==> src/rtl/adder_tree_mxn_pkg.sv <==
// Shared helpers for the MxN adder tree: ceil-log2, per-level node counts and
// the bit offsets used to slice the packed input and output buses.
package adder_tree_mxn_pkg;

    function automatic int clog2(input int value);
        int result;
        int rem;
        result = 0;
        rem = value - 1;
        while (rem > 0) begin
            result++;
            rem = rem >> 1;
        end
        return result;
    endfunction

    // Nodes remaining after lvl pairwise reductions (an odd leftover survives).
    function automatic int level_count(input int terms, input int lvl);
        return (terms + (1 << lvl) - 1) >> lvl;
    endfunction

    function automatic int term_offset(input int lanes, input int w, input int lane, input int term);
        return (term * lanes + lane) * w;
    endfunction

    function automatic int lane_offset(input int acc_w, input int lane);
        return lane * acc_w;
    endfunction

endpackage

==> src/rtl/adder_tree_lane.sv <==
// One lane: a registered pairwise reduction tree over TERMS signed addends,
// followed by a saturating group accumulator with a sticky overflow flag.
module adder_tree_lane
    import adder_tree_mxn_pkg::*;
#(
    parameter int TERMS = 6,
    parameter int W     = 32,
    parameter int ACC_W = 40
) (
    input  logic               clk,
    input  logic               rst,
    input  logic               en_i,
    input  logic               acc_fire_i,
    input  logic               start_i,
    input  logic [TERMS*W-1:0] terms_i,
    output logic [ACC_W-1:0]   sum_o,
    output logic               ovf_o
);

    localparam int D  = clog2(TERMS);
    localparam int TW = W + D;

    // Level l holds N nodes of width W+l; an odd leftover is paired with zero.
    for (genvar l = 1; l <= D; l++) begin : g_lvl
        localparam int NP = level_count(TERMS, l - 1);
        localparam int N  = level_count(TERMS, l);

        logic [W+l-2:0] src [2*N];
        logic [W+l-1:0] node_q [N];

        if (l == 1) begin : g_in
            always_comb begin
                for (int s = 0; s < 2 * N; s++) src[s] = '0;
                for (int s = 0; s < NP; s++) src[s] = terms_i[s*W +: W];
            end
        end else begin : g_prev
            always_comb begin
                for (int s = 0; s < 2 * N; s++) src[s] = '0;
                for (int s = 0; s < NP; s++) src[s] = g_lvl[l-1].node_q[s];
            end
        end

        always_ff @(posedge clk) begin
            if (en_i) begin
                for (int n = 0; n < N; n++) begin
                    node_q[n] <= {src[2*n][W+l-2], src[2*n]}
                               + {src[2*n+1][W+l-2], src[2*n+1]};
                end
            end
        end
    end

    logic [TW-1:0]    tree;
    logic [ACC_W:0]   treeExt;
    logic [ACC_W:0]   base;
    logic [ACC_W:0]   sumWide;
    logic [ACC_W-1:0] acc_q, acc_d;
    logic             ovf_q, ovf_d;
    logic             sat;

    assign tree    = g_lvl[D].node_q[0];
    assign treeExt = {{(ACC_W + 1 - TW){tree[TW-1]}}, tree};

    // One spare bit detects overflow; clamp to the signed ACC_W range.
    always_comb begin
        base    = start_i ? '0 : {acc_q[ACC_W-1], acc_q};
        sumWide = base + treeExt;
        acc_d   = sumWide[ACC_W-1:0];
        sat     = 1'b0;
        if (sumWide[ACC_W] != sumWide[ACC_W-1]) begin
            sat   = 1'b1;
            acc_d = sumWide[ACC_W] ? {1'b1, {(ACC_W-1){1'b0}}} : {1'b0, {(ACC_W-1){1'b1}}};
        end
        ovf_d = (start_i ? 1'b0 : ovf_q) | sat;
    end

    always_ff @(posedge clk) begin
        if (rst) begin
            acc_q <= '0;
            ovf_q <= 1'b0;
        end else if (acc_fire_i) begin
            acc_q <= acc_d;
            ovf_q <= ovf_d;
        end
    end

    assign sum_o = acc_q;
    assign ovf_o = ovf_q;

endmodule

==> src/rtl/adder_tree_mxn.sv <==
// LANES parallel adder-tree accumulators sharing one valid/last pipeline,
// group tracking and a ready/valid handshake that freezes on output stall.
module adder_tree_mxn
    import adder_tree_mxn_pkg::*;
#(
    parameter int LANES = 6,
    parameter int TERMS = 6,
    parameter int W     = 32,
    parameter int ACC_W = 40
) (
    input  logic                     clk,
    input  logic                     rst,
    input  logic                     in_valid,
    output logic                     in_ready,
    input  logic                     in_last,
    input  logic [LANES*TERMS*W-1:0] in_data,
    output logic                     out_valid,
    input  logic                     out_ready,
    output logic [LANES*ACC_W-1:0]   out_sum,
    output logic [LANES-1:0]         out_ovf
);

    localparam int D = clog2(TERMS);

    logic [D-1:0] vld_q, vld_d;
    logic [D-1:0] last_q, last_d;
    logic         groupOpen_q, groupOpen_d;
    logic         outValid_q, outValid_d;
    logic         adv;
    logic         accFire;

    assign adv      = !(outValid_q && !out_ready);
    assign in_ready = adv;
    assign accFire  = adv && vld_q[D-1];

    // Valid/last travel alongside the tree levels; bubbles carry valid=0.
    always_comb begin
        vld_d       = vld_q;
        last_d      = last_q;
        groupOpen_d = groupOpen_q;
        outValid_d  = outValid_q;
        if (adv) begin
            vld_d[0]  = in_valid;
            last_d[0] = in_valid && in_last;
            for (int k = 1; k < D; k++) begin
                vld_d[k]  = vld_q[k-1];
                last_d[k] = last_q[k-1];
            end
            outValid_d = vld_q[D-1] && last_q[D-1];
        end
        if (accFire) groupOpen_d = !last_q[D-1];
    end

    always_ff @(posedge clk) begin
        if (rst) begin
            vld_q       <= '0;
            last_q      <= '0;
            groupOpen_q <= 1'b0;
            outValid_q  <= 1'b0;
        end else begin
            vld_q       <= vld_d;
            last_q      <= last_d;
            groupOpen_q <= groupOpen_d;
            outValid_q  <= outValid_d;
        end
    end

    assign out_valid = outValid_q;

    for (genvar j = 0; j < LANES; j++) begin : g_lane
        logic [TERMS*W-1:0] laneTerms;
        logic [ACC_W-1:0]   laneSum;
        logic               laneOvf;

        always_comb begin
            laneTerms = '0;
            for (int t = 0; t < TERMS; t++) begin
                laneTerms[t*W +: W] = in_data[term_offset(LANES, W, j, t) +: W];
            end
        end

        adder_tree_lane #(
            .TERMS (TERMS),
            .W     (W),
            .ACC_W (ACC_W)
        ) u_lane (
            .clk        (clk),
            .rst        (rst),
            .en_i       (adv),
            .acc_fire_i (accFire),
            .start_i    (!groupOpen_q),
            .terms_i    (laneTerms),
            .sum_o      (laneSum),
            .ovf_o      (laneOvf)
        );

        assign out_sum[lane_offset(ACC_W, j) +: ACC_W] = laneSum;
        assign out_ovf[j] = laneOvf;
    end

endmodule

==> config.mk <==
export PLATFORM = sky130hd
export DESIGN_NAME = adder_tree_mxn
export DESIGN_NICKNAME = d
export VERILOG_FILES = /design/src/rtl/adder_tree_mxn_pkg.sv /design/src/rtl/adder_tree_lane.sv /design/src/rtl/adder_tree_mxn.sv
export SDC_FILE = /design/constraint.sdc
export NUM_CORES = 2
export LEC_CHECK = 0
export BUFFER_PORTS_ARGS = -buffer_cell sky130_fd_sc_hd__buf_2
export CAP_MARGIN = 10
export CORE_AREA = 2 2 542 544
export CTS_CLUSTER_DIAMETER = 60
export CTS_CLUSTER_SIZE = 10
export DETAILED_ROUTE_END_ITERATION = 7
export DIE_AREA = 0 0 544 546
export SLEW_MARGIN = 20
export SYNTH_ARGS = -nofsm -noshare
export SYNTH_HDL_FRONTEND = slang
export SYNTH_HIERARCHICAL = 1
export SYNTH_SLANG_ARGS = --single-unit
export TNS_END_PERCENT = 10
==> constraint.sdc <==
create_clock -name clk -period 21.1 [get_ports clk]
set_clock_uncertainty 0.1 [all_clocks]
set_input_delay 0 -clock clk [delete_from_list [all_inputs] [get_ports clk]]
set_output_delay 0 -clock clk [all_outputs]
set_load 0.02 [all_outputs]
======== Yosys cells after proc, flatten, opt, wreduce, memory -nomap -nowiden ========
Memories as Yosys holds them, arrays and structs flattened.
Cells that the tools add are included.
operators by class
  mux-type cells .......................... 31
  add/sub/neg operators ................... 36
  reduce and logical (&&, ||, !) cells .... 7
  bitwise operators ....................... 6
  eq/ne operators ......................... 6
operators with widths
  operator             number
  $add A32 B32 Y33     18
  $mux W40             12
  $add A41 B41 Y41     6
  $mux W41             6
  $add A34 B34 Y35     6
  $add A33 B33 Y34     6
  $mux W1              13
  $ne A1 B1 Y1         6
  $or A1 B1 Y1         6
  $logic_and A1 B1 Y1  4
  $logic_not A1 Y1     3
storage, ports and cells
  bits of input ports ..................... 1157
  RAM bits ................................ 1212
  output and inout port bits .............. 248
  bits in registers ....................... 254
  memories ................................ 18
  logic and storage cells ................. 120
memory list
  memory                            depth  width  read ports  clocked after Yosys merged registers in  write ports  line                   RTL
  g_lane[0].u_lane.g_lvl[1].node_q  3      33     3           0                                        3            adder_tree_lane.sv:29  logic [W+l-1:0] node_q [N];
  g_lane[1].u_lane.g_lvl[1].node_q  3      33     3           0                                        3            adder_tree_lane.sv:29
  g_lane[2].u_lane.g_lvl[1].node_q  3      33     3           0                                        3            adder_tree_lane.sv:29
  g_lane[3].u_lane.g_lvl[1].node_q  3      33     3           0                                        3            adder_tree_lane.sv:29
  g_lane[4].u_lane.g_lvl[1].node_q  3      33     3           0                                        3            adder_tree_lane.sv:29
  g_lane[5].u_lane.g_lvl[1].node_q  3      33     3           0                                        3            adder_tree_lane.sv:29
  12 more memories                  --     --     --          --                                       --           --

======== Longest topological paths before layout ========
  depth after elaboration ................. 5
  gate-level depth with buffers ........... 17
  mapped depth without buffers ............ 15

======== By module ========
Netlist, hierarchy kept.
modules (own cells, without submodules)
  module                                  area each (um^2)  times used  cells each  sequential area each (um^2)
  adder_tree_lane (g_lane[3].u_lane ...)  18127.4           3           1857        6856.6
  adder_tree_lane (g_lane[0].u_lane ...)  18225.0           2           1862        6856.6
  adder_tree_lane (g_lane[2].u_lane)      18117.4           1           1806        6856.6
  adder_tree_mxn                          357.8             1           42          160.2

======== Worst setup path before layout ========
OpenSTA, ideal clock, no wires.
  path kind ............................... flip-flop to flip-flop
  from .................................... register outValid_q, in the netlist out_valid
  to ...................................... register g_lane[2].u_lane.acc_q[1]
  library setup time ...................... 0.128 ns
  cell stages (with the launch flop) ...... 10
  clock period less this slack ............ 8.321 ns
  buffers on the path ..................... 3
  path slack .............................. 12.779 ns
  arrival time ............................ 8.093 ns
  required time ........................... 20.872 ns
  cell sequence ........................... dfxtp_1 nor2b_4 buf_6 inv_6 and2_4 buf_4 dlygate4sd3_1 o21ai_0 o22ai_1 nor2_1
on the way
  cells in the longest elaborated chain, start to end .. 3
RTL lines
  what                    line                   RTL
  from (decl)             adder_tree_mxn.sv:28   logic outValid_q, outValid_d;
  from (signal assigned)  adder_tree_mxn.sv:64   outValid_q <= outValid_d;
  $logic_and A1 B1 Y1     adder_tree_mxn.sv:32   assign adv = !(outValid_q && !out_ready);
  $logic_not A1 Y1        adder_tree_mxn.sv:32
  named net in_ready      adder_tree_mxn.sv:14   output logic in_ready,
  $logic_and A1 B1 Y1     adder_tree_mxn.sv:34   assign accFire = adv && vld_q[D-1];
  named net accFire       adder_tree_mxn.sv:30   logic accFire;
  to (signal assigned)    adder_tree_lane.sv:79  acc_q <= '0;
  to (signal assigned)    adder_tree_lane.sv:82  acc_q <= acc_d;
  to (decl)               adder_tree_lane.sv:57  logic [ACC_W-1:0] acc_q, acc_d;
The timed path passes the listed nets, and every way through them passes these cells.
A chain may end at the register's enable or synchronous reset.

======== Worst setup path after layout ========
  from .................................... register groupOpen_q
  to ...................................... register g_lane[3].u_lane.acc_q[35]
on the way
  cells in the longest elaborated chain, start to end .. 4
  elaborated cells on any way between the ends .. 5
  those cells by class .................... add/sub: 1; eq/ne: 1; mux: 3
RTL lines
  what                                             line                                          RTL
  from (decl)                                      adder_tree_mxn.sv:27                          logic groupOpen_q, groupOpen_d;
  from (signal assigned)                           adder_tree_mxn.sv:63                          groupOpen_q <= groupOpen_d;
  $mux W41 (*)                                     adder_tree_lane.sv:66                         base = start_i ? '0 : {acc_q[ACC_W-1], acc_q};
  $add A41 B41 Y41 (*)                             adder_tree_lane.sv:67                         sumWide = base + treeExt;
  $mux W40 / $ne A1 B1 Y1 (equally long branches)  adder_tree_lane.sv:72, adder_tree_lane.sv:70
  $mux W40 (*)                                     adder_tree_lane.sv:70                         if (sumWide[ACC_W] != sumWide[ACC_W-1]) begin
  to (signal assigned)                             adder_tree_lane.sv:79
  to (signal assigned)                             adder_tree_lane.sv:82
  to (decl)                                        adder_tree_lane.sv:57
Every way passes the cells marked *; elsewhere a longest branch is shown, timed or not.

==> flow_summary.yaml <==
detailed_routing:
  remaining_drc_errors: 0
  drt_pre_antenna_iters: 6
  wirelength_um: 370900
  vias: 98570
  detail_route.vias_per_cell: 5.335
  routed.top_layer: "met5"
  wl_met1_um: 162300
  met2_routed_wl_um: 166100
  route.met3.wl_um: 19360
  route.detailed.wl_per_inst_um: 20.07
  ant_nets: 0
  drt_first_iter_violations: 6833
critical_path:
  nature_of_the_critical_path_startpoint: "flip-flop"
  max_stage_delay_ns: 0.81
  worst-endpoint-required_ns: 21.68
  cpMaxStageDelayCell: "sky130_fd_sc_hd__o31ai_4"
  crit_top_cell: "sky130_fd_sc_hd__buf_4"
  arrival_ns: 6.50
  critPathBufInv: 5
  critical_path.endpoint_type: "flip-flop"
  worstSetupPathType: "flip-flop to flip-flop"
  path_delay_family: "compound AO/OA/AOI/OAI gates"
  worstPathMaxFanout: 76
  cp_cell_instances: "inv_8, buf_4, buf_4, nor2b_1, ha_1, inv_1, fa_1, nor2b_1, o31ai_1, a21oi_1, a21o_1, a21o_1, o211ai_1, a21oi_1, o31ai_4, buf_4, maj3_2, a211oi_2"
synth:
  synth_edf_count: 1206
  synth.distinct_cells: 111
  synth.net_count: 13550
  post_synth.cell_area_avg_sq_um: 9.810
  synth_largest_area_cell: "sky130_fd_sc_hd__edfxtp_1"
  synthesis.instances: 11140
  postSynthRegisterBits: 1460
  syn-cell-area_sq_mm: 0.1093
  synth-seq-area-share: 0.3778
  dominantRegCellSynth: "sky130_fd_sc_hd__edfxtp_1"
  warning_count_from_the_yosys_run: 6
  yosys-top-cells-area: "sky130_fd_sc_hd__edfxtp_1, sky130_fd_sc_hd__ha_1, sky130_fd_sc_hd__xnor2_1"
  postSynth.asyncResetShare: 0
  yosys.area.top_type_share: 0.3313
outcome:
  run_status: "complete, no violations"
sta:
  portion_of_the_clock_cycle_consumed_by_the_worst_path_in_the_final_layout: 0.2804
  fin_tns_setup_ns: 0
  slew_viol_final: 0
  relSlewSlack: 0.2943
  setup_viols_final: 0
  fmax_ghz: 0.1690
  grt_setup_unrepaired: "false"
  timing.final.hold_violations: 0
  final_period_minus_worst_setup_slack_ns: 5.917
  worst-slew-pin-transition_ns: 1.059
  layout_setup_ws_ns: 15.18
clock_tree:
  cts_sinks: 1460
  cts_tree: "built"
  post-cts-setup-buffers: 0
  insertion_delay_ns: 0.87
  clkSlewWorstSetupHoldPaths_ns: 0.06
  max-clock-path-buffers: 4
  clock_tree.root_cell: "sky130_fd_sc_hd__clkbuf_16"
  htreeDepth: 4
  numCtsBuffers: 198
die:
  die_w_um: 544
  core-area_sq_mm: 0.2921
  rows: 199
  initial_core_utilization: 0.3743
  design.portCount: 1405
  die-area_sq_mm: 0.2970
  die_height_um: 546
power_and_ir_drop:
  p_per_area_mw_per_mm2: 103.2
  sequentialPowerShare: 0.311
  peakVddDrop_mv: 0.07217
  netSwitchingFraction: 0.3726
  power.static_leakage_nw: 61.99
  total_switching_power_mw: 5.590
  power.internal_mw: 9.411
  clock_power_share: 0.212
  share_comb_of_total_power: 0.477
layout:
  area_growth_pct: 32.99
  leading_cell_types_in_the_layout_fill_and_taps_excluded: "sky130_fd_sc_hd__dlygate4sd3_1, sky130_fd_sc_hd__buf_2, sky130_fd_sc_hd__ha_1"
  share_of_post_route_cells_with_drive_strength_above_1: 0.1301
  post-route-util: 0.4977
  number_of_nets_at_the_end_of_the_flow: 16770
  layout.cells.most_common: "sky130_fd_sc_hd__dlygate4sd3_1"
  finish.instance_area_sq_mm: 0.1454
global_routing:
  grt_util_all_layers: 0.2402
  grt_pass1_vias: 96960
  grt_start_max_net_pins: 173
  grt_remaining_overflow: 0
  grt_antenna_before_repair: 85
  grt_first_pass_wirelength_um: 558600
run:
  max_cap_viol_count: 0
placement:
  dp_slack_ns: 15.18
  place_area_sq_mm: 0.1203
  gp_congestion: 0.9605
  dpl.hpwl_um: 284900
  placement.io_buffers: 1404
hold_path:
  holdCritPathClass: "input port to flip-flop"
per-stage QoR:
step	hold slack [ns]	power (mW)	cells
floorplan	0.04045	9.474	11140
global placement	0.1721	11.16	16200
detailed placement	0.1798	11.18	16200
CTS	0.003993	15.04	18400
global route	0.05944	16.05	18470
finish	0.08844	15.00	18480
tightest hold or removal path, stage by stage:
cell                     delay (ns)
sky130_fd_sc_hd__buf_2         0.08
sky130_fd_sc_hd__ha_1          0.17
sky130_fd_sc_hd__or4b_1        0.29
sky130_fd_sc_hd__and2_1        0.21
sky130_fd_sc_hd__xor2_1        0.07
registers in the layout, indices dropped and copies added, names as in the netlist:
name	flops
g_lane.u_lane/g_lvl.node_q	1206
g_lane.u_lane/ovf_o	6
g_lane.u_lane/sum_o	240
groupOpen_q	1
last_q	3
out_valid	1
vld_q	3
Yosys cell counts, types with 163 or more instances:
cell and instances:
sky130_fd_sc_hd__a21oi_1 1072, sky130_fd_sc_hd__nand3_1 222, sky130_fd_sc_hd__nand2_1 629, sky130_fd_sc_hd__inv_1 280, sky130_fd_sc_hd__nor3_1 163, sky130_fd_sc_hd__maj3_1 185, sky130_fd_sc_hd__xor2_1 325, sky130_fd_sc_hd__dfxtp_1 254
sky130_fd_sc_hd__nor2b_1 364, sky130_fd_sc_hd__o21a_1 167, sky130_fd_sc_hd__clkbuf_1 212, sky130_fd_sc_hd__ha_1 1218, sky130_fd_sc_hd__edfxtp_1 1206, sky130_fd_sc_hd__a211oi_1 333, sky130_fd_sc_hd__nor2_1 951, sky130_fd_sc_hd__xnor2_1 686
sky130_fd_sc_hd__o21ai_0 548, sky130_fd_sc_hd__a21o_1 585
layer usage:
layer	global-route usage	vias to the layer above
met1	0.3096	46160
met3	0.03229	812
met5	0	-
met2	0.3860	3034
met4	0.1354	2
li1	-	48570
layout make-up:
class | instances | area (sq um)
well taps | 3919 | 4903
repair buffers | 3322 | 26170
clock inverters | 50 | 588.1
diodes | 73 | 182.7
inverters | 281 | 1089
fillers | 26720 | 146700
clock buffers | 279 | 5522
multi-input cells | 9092 | 65610
flip-flops and latches | 1460 | 41300
cell families (layout without fill, tap and decap cells):
family                   after synthesis  count (layout)  share of synthesized area
flip-flops                          1460            1460                     0.3778
buffers and inverters                591            3932                    0.02252
other                                  0              73                          0
adder cells (fa/ha/maj)             1465            1465                     0.1656
AO/OA/AOI/OAI                       3629            3629                     0.2195
XOR/XNOR                            1012            1012                    0.08116
multiplexers                          22              22                   0.002060
AND/OR/NAND/NOR                     2964            2964                     0.1313
worst paths after layout:
path / start / endpoint / slack, ns / cells after the start
worst min register to register: g_lane[5].u_lane/g_lvl[1].node_q[0][86] / g_lane[5].u_lane/g_lvl[2].node_q[0][54] / 0.23 / 0
worst max register to register: groupOpen_q / g_lane[3].u_lane/sum_o[35] / 15.18 / 18
worst max-delay path: groupOpen_q / g_lane[3].u_lane/sum_o[35] / 15.18 / 18
worst min-delay path: in_data[458] / g_lane[2].u_lane/g_lvl[1].node_q[0][53] / 0.09 / 5
power groups by stage:
stage | clock [mW] | combinational [mW] | sequential [mW]
after global routing | 3.38 | 7.94 | 4.74
after global placement | 0 | 6.45 | 4.71
after floorplan | 0 | 4.97 | 4.51
after CTS | 3.28 | 7.09 | 4.67
after detailed placement | 0 | 6.47 | 4.72
final | 3.18 | 7.16 | 4.66
repair_timing:
action / CTS / global route
hold buffers: 1878 / 0
endpoints found under the hold margin: 879 / 0
gates resized for setup: 0 / 0
No activity file was read; power rests on OpenSTA's default activity.
